`config.mk`:
```
export PLATFORM = sky130hd
export DESIGN_NAME = mips_register_file_flat
export DESIGN_NICKNAME = d
export VERILOG_FILES = /design/src/rtl/mips_register_file_if.sv /design/src/rtl/mips_register_file.sv /design/src/flat_wrapper.sv
export SDC_FILE = /design/constraint.sdc
export NUM_CORES = 2
export LEC_CHECK = 0
export BUFFER_PORTS_ARGS = -buffer_cell sky130_fd_sc_hd__buf_2
export CAP_MARGIN = 20
export CORE_ASPECT_RATIO = 1.75
export CORE_MARGIN = 5
export CORE_UTILIZATION = 45
export DETAILED_ROUTE_END_ITERATION = 7
export PLACE_DENSITY = 0.63
export SLEW_MARGIN = 20
export SYNTH_ARGS = -nofsm -noshare
export SYNTH_HDL_FRONTEND = slang
export SYNTH_SLANG_ARGS = --single-unit
```
`constraint.sdc`:
```
create_clock -name clk -period 2.35 [get_ports clk]
set_clock_uncertainty 0.05 [all_clocks]
set_input_delay 0.1175 -clock clk [delete_from_list [all_inputs] [get_ports clk]]
set_output_delay 0.1175 -clock clk [all_outputs]
set_load 0.02 [all_outputs]
```
`src/rtl/mips_register_file_if.sv`:
```
// rtl/mips_register_file_if.sv - Register-file access bundle: write port, two read ports, write counter.
interface mips_register_file_if #(
    parameter int DATA_W = 32,
    parameter int ADDR_W = 5
);
    logic              we;
    logic [ADDR_W-1:0] wa;
    logic [DATA_W-1:0] wd;
    logic [ADDR_W-1:0] ra1;
    logic [ADDR_W-1:0] ra2;
    logic [DATA_W-1:0] rd1;
    logic [DATA_W-1:0] rd2;
    logic [7:0]        wr_count;

    modport master (
        output we, wa, wd, ra1, ra2,
        input  rd1, rd2, wr_count
    );

    modport slave (
        input  we, wa, wd, ra1, ra2,
        output rd1, rd2, wr_count
    );
endinterface

```
`src/rtl/mips_register_file.sv`:
```
// rtl/mips_register_file.sv - 32-entry MIPS register file, 2 async reads, 1 sync write, reg 0 hardwired to zero.
// Optional write-through bypass on the read ports: MIPS_REGFILE_BYPASS_EN.
module mips_register_file #(
    parameter int              DATA_W    = 32,
    parameter int              ADDR_W    = 5,
    parameter logic [DATA_W-1:0] RESET_VAL = '0
) (
    input  logic                 clk,
    input  logic                 rst_n,
    mips_register_file_if.slave  bus
);
    localparam int DEPTH = 1 << ADDR_W;

    logic [DATA_W-1:0] regs_q [DEPTH];
    logic [DATA_W-1:0] regs_d [DEPTH];
    logic [7:0]        wr_count_q;
    logic [7:0]        wr_count_d;
    logic              wr_en;

    assign wr_en = bus.we && (bus.wa != '0);

    always_comb begin
        regs_d     = regs_q;
        wr_count_d = wr_count_q;
        if (wr_en) begin
            regs_d[bus.wa] = bus.wd;
            if (wr_count_q != 8'hFF) begin
                wr_count_d = wr_count_q + 8'd1;
            end
        end
        // Entry 0 is kept at zero so the read mux never needs history.
        regs_d[0] = '0;
    end

    always_ff @(posedge clk or negedge rst_n) begin
        if (!rst_n) begin
            regs_q[0] <= '0;
            for (int i = 1; i < DEPTH; i++) begin
                regs_q[i] <= RESET_VAL;
            end
            wr_count_q <= 8'd0;
        end else begin
            regs_q     <= regs_d;
            wr_count_q <= wr_count_d;
        end
    end

    always_comb begin
        bus.rd1 = (bus.ra1 == '0) ? '0 : regs_q[bus.ra1];
`ifdef MIPS_REGFILE_BYPASS_EN
        if (wr_en && (bus.ra1 == bus.wa)) begin
            bus.rd1 = bus.wd;
        end
`endif
    end

    always_comb begin
        bus.rd2 = (bus.ra2 == '0) ? '0 : regs_q[bus.ra2];
`ifdef MIPS_REGFILE_BYPASS_EN
        if (wr_en && (bus.ra2 == bus.wa)) begin
            bus.rd2 = bus.wd;
        end
`endif
    end

    assign bus.wr_count = wr_count_q;
endmodule

```
`src/flat_wrapper.sv`:
```
// flat-port wrapper written by rule: the top's interface ports become plain ports
module mips_register_file_flat 
#(
    parameter int              DATA_W    = 32,
    parameter int              ADDR_W    = 5,
    parameter logic [DATA_W-1:0] RESET_VAL = '0
)
  (clk, rst_n, bus_we, bus_wa, bus_wd, bus_ra1, bus_ra2, bus_rd1, bus_rd2, bus_wr_count);
  mips_register_file_if #(.DATA_W(DATA_W), .ADDR_W(ADDR_W)) bus_i ();
  input  logic clk;
  input  logic rst_n;
  input wire logic [$bits(bus_i.we)-1:0] bus_we;
  input wire logic [$bits(bus_i.wa)-1:0] bus_wa;
  input wire logic [$bits(bus_i.wd)-1:0] bus_wd;
  input wire logic [$bits(bus_i.ra1)-1:0] bus_ra1;
  input wire logic [$bits(bus_i.ra2)-1:0] bus_ra2;
  output wire logic [$bits(bus_i.rd1)-1:0] bus_rd1;
  output wire logic [$bits(bus_i.rd2)-1:0] bus_rd2;
  output wire logic [$bits(bus_i.wr_count)-1:0] bus_wr_count;
  assign bus_i.we = bus_we;
  assign bus_i.wa = bus_wa;
  assign bus_i.wd = bus_wd;
  assign bus_i.ra1 = bus_ra1;
  assign bus_i.ra2 = bus_ra2;
  assign bus_rd1 = bus_i.rd1;
  assign bus_rd2 = bus_i.rd2;
  assign bus_wr_count = bus_i.wr_count;
  mips_register_file #(.DATA_W(DATA_W), .ADDR_W(ADDR_W), .RESET_VAL(RESET_VAL)) u_core (.clk(clk), .rst_n(rst_n), .bus(bus_i));
endmodule
```
==> impl_metrics.json <==
{
  "synth-seq-area-share_pct": 46.8,
  "ys_seq_elements": 1000,
  "antenna_found_initial": 9,
  "die_w_um": 271,
  "slew_headroom_pct": 50.4,
  "netlist_area_um2": 53500,
  "rsz0062_at_grt": "true",
  "violations": "negative setup slack",
  "pre_cts_slack_ns": -0.351,
  "fin_crit_ns": 2.54,
  "antenna_left": 0,
  "worstSetupStartpointType": "flip-flop",
  "tightest_slew_ns": 0.744,
  "stdcell_count": 5861,
  "regArea_um2": 25000,
  "vias": 38200,
  "cts_buffers": 98,
  "leakagePower_nw": 28.7,
  "crit_path_end_kind": "output pin",
  "final_common_cell": "mux2_2",
  "critPathRequiredTime_ns": 2.18,
  "nets": 4305,
  "maxCapViolCount": 0,
  "p_per_area_nw_per_um2": 809,
  "grt_pass1_vias": 40700,
  "fmax_ghz": 0.394,
  "core_um2": 118000,
  "drtIter0Drc": 3184,
  "whs_ns": 0.0387,
  "layout_common_cells": "1,076 x mux2_2, 1,000 x dfrtp_1, 577 x mux2i_1, 261 x o22ai_1, 255 x buf_4",
  "avgSynthCellArea_um2": 13.1,
  "clkSlewWorstSetupHoldPaths_ns": 0.07,
  "wl_per_cell_um": 31.5,
  "via_per_inst": 6.52,
  "design_area_um2": 64300,
  "crit_type": "reg -> out",
  "ctsLongestPathBuffers": 3,
  "routed_wl_um": 185000,
  "final-setup-viol-count": 56,
  "setup_slack_ns": -0.187,
  "drc_errors": 0,
  "initial_core_util_pct": 45.3,
  "synth-edff-count": 0,
  "syn_nets": 4143,
  "power_mw": 52.0,
  "status": "finished, violations left",
  "peakVddDrop_v": 0.000647,
  "gr-total-overflow": 0,
  "cts.sinks": 1000,
  "grt_pass1_wl_um": 271000,
  "reg2reg_setup_slack_ns": 0.66,
  "clk_latency_ns": 0.73,
  "multiInputGateArea_um2": 28800,
  "htreeDepth": 3,
  "globalplace.congestion": 0.853,
  "drv_slew": 0,
  "io_buffers": 121,
  "postPlaceCellArea_um2": 58200,
  "grt_max_degree": 112,
  "yosys_warnings": 0,
  "arrival_ns": 2.37,
  "cts_tree": "done",
  "hold_viol": 0,
  "cp_max_fo": 3,
  "ys_async_sr_fraction_pct": 100,
  "area_growth_pct": 20.1,
  "place_inst": 5622,
  "root_buffer": "clkbuf_16",
  "firstDrtPassIters": 5,
  "die_area_um2": 126000,
  "synth_cell_types": 42,
  "syn_inst": 4092,
  "post-route-period-util_pct": 108,
  "drive_gt1_share_pct": 49.9,
  "die_y_um": 466,
  "final.fill_count": 9836,
  "holdCritPathClass": "in -> reg",
  "rows": 167,
  "grt_use_total_pct": 28.5,
  "boundaryPins": 122,
  "synth_ff_type": "dfrtp_1",
  "hpwl_um": 118000
}
==> path summary, 6_finish.rpt <==
path,from,end,depth (start not counted)
worst max-delay path,u_core.regs_q[827],bus_rd2[27],6
worst min-delay path,bus_wd[26],u_core.regs_q[954],2
worst max register to register,u_core.bus.wr_count[0],u_core.bus.wr_count[1],6
worst min register to register,u_core.bus.wr_count[7],u_core.bus.wr_count[7],1
max in group asynchronous,rst_n,u_core.regs_q[6],3
min in group asynchronous,rst_n,u_core.regs_q[450],3
==> per-layer routing <==
metal	wire length, um	GRT usage [%]	share of wire, %	vias up
li1	-	-	-	15900
met1	70400	34.2	38	20200
met2	92300	48.9	50	1555
met3	11700	5.81	6.4	527
met4	10100	14.4	5.5	2
met5	13	0	0.0070	-
==> flip-flops by register name, indices dropped and copies added, names as in the netlist <==
register / flops
u_core.bus.wr_count: 8
u_core.regs_q: 992
==> report_power, final <==
group | internal (mW) | leakage [nW] | switching (mW) | total [mW]
Sequential | 20.6 | 12.8 | 2.69 | 23.3
Combinational | 6.81 | 14.3 | 5.62 | 12.4
Clock | 9.03 | 1.58 | 7.22 | 16.3
==> layout make-up <==
type	count	share of cell area (%)
repair buffers	494	8.16
multi-input cells	2660	44.9
clock buffers	144	4.38
clock inverters	35	0.691
well taps	1521	2.96
diodes	7	0.0272
flip-flops and latches	1000	38.9
==> cells in the mapped netlist (2+ instances only) <==
cell type     n  area share (%)
a211oi_1     63            0.88
a21oi_1      32            0.30
a221o_1      32            0.60
a221oi_1     31            0.51
a22oi_1      64            0.90
buf_1        57            0.40
buf_2       146             1.4
buf_4         8            0.11
buf_6         4           0.084
clkbuf_1    216             1.5
dfrtp_1    1000              47
mux2_2     1120              24
mux2i_1     577              11
mux4_2      128             5.4
nand2_1      24            0.17
nand2b_1      8           0.094
nand3_1       5           0.047
nand3b_1      6           0.084
nand4b_1      3           0.049
nor2_1       16            0.11
nor2b_1      37            0.43
nor3_1      132             1.2
nor3b_1       4           0.056
nor4_1       34            0.40
nor4b_1       2           0.033
o22ai_1     287             3.4
or2_2         5           0.058
or3_1        31            0.36
xor2_1        7            0.11
==> critical path: stages, from the launching register on <==
cell      delay [ns]
dfrtp_1         0.38
mux2_4          0.16
o22ai_2         0.07
or3_4           0.40
a211oi_4        0.34
buf_6           0.18
buf_6           0.11
==> stage by stage <==
stage | utilization, % | TNS [ns]
2_1_floorplan | - | 0
3_3_place_gp | 49.2 | -1.75
3_5_place_dp | 49.2 | -1.73
4_1_cts | 53.9 | -6.66
5_1_grt | 54.3 | -8.06
6_report | 54.4 | -4.31
==> logic make-up (layout without fill, tap and decap cells) <==
logic type	Yosys count	count (layout)	share of synthesized area [%]
XOR/XNOR	7	7	0.115
AO/OA/AOI/OAI	511	511	6.58
flip-flops	1000	1000	46.8
AND/OR/NAND/NOR	315	315	3.27
other	0	7	0
adder cells (fa/ha/maj)	1	1	0.0234
multiplexers	1826	1826	39.8
buffers and inverters	432	673	3.49
==> what timing repair did <==
item / CTS / global route
endpoints found under the setup margin: 64 / 64
setup buffers: 36 / 10
gates resized for setup: 366 / 108
pin swaps: 113 / 69
hold buffers: 32 / 0
endpoints found under the hold margin: 1765 / 0
Note: power is estimated with default switching activity, not from simulation.
